[config.mk]
export PLATFORM = sky130hd
export DESIGN_NAME = dlx_instr_sequencer
export DESIGN_NICKNAME = d
export VERILOG_FILES = /design/src/rtl/dlx_instr_sequencer_pkg.sv /design/src/rtl/dlx_instr_sequencer_fetch_watchdog.sv /design/src/rtl/dlx_instr_sequencer.sv
export SDC_FILE = /design/constraint.sdc
export NUM_CORES = 1
export LEC_CHECK = 0
export BUFFER_PORTS_ARGS = -buffer_cell sky130_fd_sc_hd__buf_4
export CAP_MARGIN = 30
export CORE_ASPECT_RATIO = 1.5
export CORE_MARGIN = 2
export CORE_UTILIZATION = 50
export DETAILED_ROUTE_END_ITERATION = 12
export GPL_TIMING_DRIVEN = 0
export PLACE_DENSITY = 0.87
export SYNTH_ARGS = -nofsm -noshare
export SYNTH_HDL_FRONTEND = slang
export SYNTH_SLANG_ARGS = --single-unit
[constraint.sdc]
create_clock -name CLK -period 4.35 [get_ports CLK]
set_input_delay 0.2175 -clock CLK [delete_from_list [all_inputs] [get_ports CLK]]
set_output_delay 0.2175 -clock CLK [all_outputs]
set_load 0.1 [all_outputs]
[src/rtl/dlx_instr_sequencer_pkg.sv]
// rtl/dlx_instr_sequencer_pkg.sv - state encodings and defaults shared by the DLX instruction sequencer
package dlx_instr_sequencer_pkg;

  typedef enum logic [2:0] {
    ST_IDLE   = 3'd0,
    ST_FETCH  = 3'd1,
    ST_DECODE = 3'd2,
    ST_EXEC   = 3'd3,
    ST_WB     = 3'd4,
    ST_HALT   = 3'd5
  } seq_state_t;

  localparam int         INSTR_W_DEF  = 32;
  localparam int         OPC_W_DEF    = 6;
  localparam logic [5:0] HALT_OPC_DEF = 6'h3F;
  localparam int         FETCH_TO_DEF = 15;

  localparam int WDOG_W = 8;
  localparam int PC_W   = 16;
  localparam int CNT_W  = 16;

endpackage

[src/rtl/dlx_instr_sequencer_fetch_watchdog.sv]
// rtl/dlx_instr_sequencer_fetch_watchdog.sv - loadable down-counter bounding the time spent waiting in FETCH
module dlx_instr_sequencer_fetch_watchdog
  import dlx_instr_sequencer_pkg::*;
(
  input  logic              CLK,
  input  logic              RESET,
  input  logic              load,
  input  logic [WDOG_W-1:0] load_val,
  input  logic              en,
  output logic              expired
);

  logic [WDOG_W-1:0] cnt;

  // Saturates at zero so a stalled FETCH keeps reporting expiry until reloaded.
  always_ff @(posedge CLK) begin
    if (RESET) begin
      cnt <= '0;
    end else if (load) begin
      cnt <= load_val;
    end else if (en && (cnt != '0)) begin
      cnt <= cnt - WDOG_W'(1);
    end
  end

  assign expired = (cnt == '0);

endmodule

[src/rtl/dlx_instr_sequencer.sv]
// rtl/dlx_instr_sequencer.sv - multicycle fetch/decode/execute/writeback control FSM driving the PC counter
module dlx_instr_sequencer
  import dlx_instr_sequencer_pkg::*;
#(
  parameter int               INSTR_W  = INSTR_W_DEF,
  parameter int               OPC_W    = OPC_W_DEF,
  parameter logic [OPC_W-1:0] HALT_OPC = OPC_W'(HALT_OPC_DEF),
  parameter int               FETCH_TO = FETCH_TO_DEF
) (
  input  logic               CLK,
  input  logic               RESET,
  input  logic               RUN,
  input  logic               STEP,
  output logic               IMEM_REQ,
  input  logic               IMEM_ACK,
  input  logic [INSTR_W-1:0] IMEM_RDATA,
  output logic [PC_W-1:0]    IMEM_ADDR,
  output logic [INSTR_W-1:0] IR,
  output logic               EX_START,
  input  logic               EX_DONE,
  output logic               RF_WE,
  output logic               PC_EN,
  output logic               HALTED,
  output logic               FETCH_ERR,
  output logic [2:0]         STATE,
  output logic [CNT_W-1:0]   INSTR_CNT
);

  seq_state_t         state;
  seq_state_t         next_state;
  logic               step_mode;
  logic               step_mode_d;
  logic               imem_req_d;
  logic               ex_start_d;
  logic               wb_d;
  logic               halted_d;
  logic               fetch_err_d;
  logic [INSTR_W-1:0] ir_d;
  logic [CNT_W-1:0]   instr_cnt;
  logic [CNT_W-1:0]   instr_cnt_d;
  logic [PC_W-1:0]    pc;
  logic [OPC_W-1:0]   opcode;
  logic               wdog_load;
  logic               wdog_expired;

  assign opcode    = IR[INSTR_W-1 -: OPC_W];
  assign STATE     = state;
  assign INSTR_CNT = instr_cnt;
  assign IMEM_ADDR = pc;

  // Reloaded on every entry into FETCH, counts only while fetching.
  assign wdog_load = (next_state == ST_FETCH) && (state != ST_FETCH);

  dlx_instr_sequencer_fetch_watchdog u_fetch_watchdog (
    .CLK      (CLK),
    .RESET    (RESET),
    .load     (wdog_load),
    .load_val (WDOG_W'(FETCH_TO - 1)),
    .en       (state == ST_FETCH),
    .expired  (wdog_expired)
  );

  always_ff @(posedge CLK) begin
    if (RESET) begin
      state     <= ST_IDLE;
      step_mode <= 1'b0;
      IMEM_REQ  <= 1'b0;
      EX_START  <= 1'b0;
      RF_WE     <= 1'b0;
      PC_EN     <= 1'b0;
      HALTED    <= 1'b0;
      FETCH_ERR <= 1'b0;
      IR        <= '0;
      instr_cnt <= '0;
    end else begin
      state     <= next_state;
      step_mode <= step_mode_d;
      IMEM_REQ  <= imem_req_d;
      EX_START  <= ex_start_d;
      RF_WE     <= wb_d;
      PC_EN     <= wb_d;
      HALTED    <= halted_d;
      FETCH_ERR <= fetch_err_d;
      IR        <= ir_d;
      instr_cnt <= instr_cnt_d;
    end
  end

  always_comb begin
    next_state = state;
    case (state)
      ST_IDLE:   if (!FETCH_ERR && (RUN || STEP)) next_state = ST_FETCH;
      ST_FETCH: begin
        // A late ACK arriving on the expiry cycle still completes the fetch.
        if (IMEM_ACK)          next_state = ST_DECODE;
        else if (wdog_expired) next_state = ST_IDLE;
      end
      ST_DECODE: next_state = (opcode == HALT_OPC) ? ST_HALT : ST_EXEC;
      ST_EXEC:   if (EX_DONE) next_state = ST_WB;
      ST_WB:     next_state = (RUN && !step_mode) ? ST_FETCH : ST_IDLE;
      ST_HALT:   next_state = ST_HALT;
      default:   next_state = ST_IDLE;
    endcase
  end

  always_comb begin
    step_mode_d = step_mode;
    if ((state == ST_IDLE) && (next_state == ST_FETCH)) begin
      step_mode_d = !RUN;
    end else if (state == ST_WB) begin
      step_mode_d = 1'b0;
    end
    imem_req_d  = (next_state == ST_FETCH);
    ex_start_d  = (state == ST_DECODE) && (next_state == ST_EXEC);
    wb_d        = (next_state == ST_WB);
    halted_d    = HALTED || (next_state == ST_HALT);
    fetch_err_d = FETCH_ERR || ((state == ST_FETCH) && !IMEM_ACK && wdog_expired);
    ir_d        = ((state == ST_FETCH) && IMEM_ACK) ? IMEM_RDATA : IR;
    instr_cnt_d = wb_d ? instr_cnt + CNT_W'(1) : instr_cnt;
  end

  // Program counter advances on the cycle after each write-back strobe.
  always_ff @(posedge CLK) begin
    if (RESET) begin
      pc <= '0;
    end else if (PC_EN) begin
      pc <= pc + PC_W'(1);
    end
  end

endmodule

==> results by group <==
Floorplanning
  – Initial core utilization: 52.2%
  – Die ar.: 7510 um^2
  – Die height: 105 um
  – Rows: 36
  – Core region area: 6530 um^2
  – Die width: between 70 and 80 um
  – IO Count: 111

Layout
  – Synthesis-to-layout area growth: 32.6%
  – Fin cells: 611
  – # diodes: 0
  – Share of cells above drive strength 1: 26.2%
  – Nets: 572

Global routing
  – Largest net degree at the start of global routing: 14
  – Busiest grt layer: met2
  – GRT met2 Usage: 41.1%
  – Grt total ovfl: 0
  – Initial antenna violation count: 0
  – First-pass GRT wire length: between 10000 and 15000 um
  – Gr usage total: between 20% and 30%
  – Met3 Use GR: 5.79%
  – Vias in the first global route: 3270
  – Routing usage on met1: 25.1%

Worst setup path
  – CP cell instances: inv_1, ha_1, nor3b_1, a21oi_2, a2111oi_0, nor3_1
  – R2R cell count: 6
  – WP data required: ~4.6 ns
  – Critical path startpoint category: flip-flop
  – Crit path kind: reg -> reg
  – Critical R2R Capture: HALTED
  – Worst Setup SP: u_fetch_watchdog.cnt[0]
  – WP depth: 6
  – Nature of the critical path endpoint: flip-flop
  – Crit path max-delay family: compound AO/OA/AOI/OAI gates
  – Critical Path Sink: HALTED
  – FF-to-FF setup slack: 2.31 ns
  – Arr. time, crit path: 2.27 ns
  – CP Max Fanout: 6
  – CP peak stage delay: 0.49 ns
  – Crit path buf inv count: 1
  – CP max stage cell: nor3b_1
  – R2R Path Start: u_fetch_watchdog.cnt[0]

Yosys
  – Largest cells by area after synthesis: dfxtp_1 48%, nand2_1 9.0%, a21oi_1 6.5%, nor2_1 4.5%, xnor2_1 3.1%
  – Share of the synthesized area in the top cell type: around 48%
  – Ys flop type: dfxtp_1
  – Synth Register Bits: 81
  – Asr flop ratio synth: 0%
  – Most area-hungry cell type in the Yosys netlist: dfxtp_1
  – Yosys cell types: 45
  – Most frequent cells after synthesis: 82 x nand2_1, 81 x dfxtp_1, 44 x a21oi_1
  – Synthesized instance count: 410
  – Synth Cell Area: 3410 um^2
  – Synth Warn #: 0
  – Avg Cell Area, Syn: 8.31 um^2
  – Number of synthesized flops with an enable pin: 0
  – Sequential cell area fraction in the yosys report: ~48%
  – Top-count cell post-synth: nand2_1
  – Syn nets: 452

Clock tree
  – Max Root-Sink Buffers: 2
  – CTS Buf Count: 9
  – Hold bufs inserted after CTS: 0
  – Post-CTS Setup Bufs: 0
  – CTS Sinks: 81
  – CTS tree: done
  – CTS clock-pin slew for the worst setup and hold paths: 0.08 ns
  – Clk_lat worst skew: between 0.3 and 0.4 ns
  – Root Buffer: clkbuf_8
  – Resize count post-CTS: 0
  – H-tree levels: 3

Run status
  – Outcome: finished, final reports clean

STA
  – Peak Freq: 490 MHz
  – Layout Skew: 0.00957 ns
  – Minimum clock period: 2.04 ns
  – RSZ-0062 raised after global routing: no
  – Slew Limit Fails: 0
  – Worst-Margin Slew: 0.688 ns
  – Final setup viols: 0
  – Final hold vios: 0
  – Final worst-path cycle share: 47.0%
  – Max-slew headroom: 54.0%
  – Post-route setup TNS: 0 ns

Drt
  – WL/cell: 14.0 um
  – Iter 0 DRT Violations: 151
  – DR pass1 iterations: 4
  – DRC viols: 0
  – Routed vias/inst: 5.44
  – Antenna viol nets, final: 0
  – Detailed-route via count: 3324
  – Final wirelength: between 8000 and 9000 um

Power and ir drop
  – Power share of the clock group: 30.3%
  – Switching Fraction: 34.3%
  – Power per cell area: 398 nW/um^2
  – Leakage: 1.83 nW
  – Combinational share of power: 24.9%
  – VDD IR max: 0.000317 V
  – Internal Power: 1.18 mW
  – Seq pwr share: 44.8%
  – Psw: 618 uW

Flow run
  – Max_cap viols: 0

Min path
  – Hold Crit Class: in -> reg

Placed design
  – HPWL Detailed: between 6000 and 7000 um
  – Placed Cells: 595
  – Port bufs: 109
  – Routability cong.: ~0.87
kinds of logic after synthesis:
| group | Yosys count | synth area share [%] |
|---|---|---|
| buf+inv | 31 | 4.15 |
| compound gates | 70 | 12.0 |
| simple gates | 196 | 27.3 |
| flops | 81 | 47.6 |
| mux | 7 | 2.13 |
| fa+ha+maj | 4 | 1.47 |
| xor+xnor | 21 | 5.40 |
state kept, by name, indices dropped and copies added (netlist names):
name and flops:
EX_START 1, FETCH_ERR 1, HALTED 1, IMEM_ADDR 16
IMEM_REQ 1, INSTR_CNT 16, IR 32, PC_EN 1
STATE 3, step_mode 1, u_fetch_watchdog.cnt 8
through the flow:
step	hold WS, ns	instance area (um^2)	utilization, %	setup slack, ns	power [mW]
after global routing	0.109	4520	69.2	2.03	1.87
after global placement	0.442	4320	66.2	2.39	1.26
final	0.107	4520	69.2	2.31	1.80
after detailed placement	0.448	4320	66.2	2.31	1.27
after CTS	0.103	4520	69.2	2.30	1.81
after floorplan	0.354	3410	-	1.96	1.16
placed cells by master (no fill, tap or decap), types with 12 or more instances in the layout:
cell type    n
dfxtp_1     81
nand3_1     12
buf_4      110
nor2_1      41
nand2_1     82
clkbuf_1    15
a21oi_1     44
xnor2_1     12
how the worst min path moves through the flow:
stage	from	end	slack (ns)	cells after the start
2_1_floorplan	IMEM_RDATA[0]	IR[0]	0.35	2
3_3_place_gp	IR[19]	IR[19]	0.44	2
3_5_place_dp	IR[6]	IR[6]	0.45	2
4_1_cts	IMEM_RDATA[18]	IR[18]	0.10	3
5_1_grt	IMEM_RDATA[15]	IR[15]	0.11	3
6_report	IMEM_RDATA[18]	IR[18]	0.11	3
worst register-to-register path, delay by kind of cell (launching register included):
kind,cells,cell delay [ns]
fa+ha+maj,1,0.21
flops,1,0.36
compound gates,2,0.68
simple gates,2,0.59
buf+inv,1,0.10
final cells by class:
class                           count  area, um^2
Multi-Input combinational cell    298        1650
Fill cell                         530        2010
Timing Repair Buffer              109         818
Clock inverter                      4        51.3
Inverter                            8        30.0
Sequential cell                    81        1620
Clock buffer                       12         145
Buffer                             23         111
Tap cell                           76        95.1
power groups by stage:
| stage | registers (mW) | logic (mW) | clock network [mW] |
|---|---|---|---|
| after global placement | 0.822 | 0.440 | 0 |
| after floorplan | 1.01 | 0.151 | 0 |
| after CTS | 0.807 | 0.449 | 0.554 |
| final | 0.807 | 0.447 | 0.546 |
| after detailed placement | 0.824 | 0.448 | 0 |
| after global routing | 0.812 | 0.479 | 0.578 |
per-layer routing:
layer | wire [um] | vias to the layer above | share of wire [%]
met3 | 690 | 14 | 8.0
li1 | - | 1649 | -
met4 | 184 | 0 | 2.1
met5 | 0 | - | 0
met2 | 4360 | 128 | 51
met1 | 3340 | 1533 | 39
(Power assumes the default switching activity.)
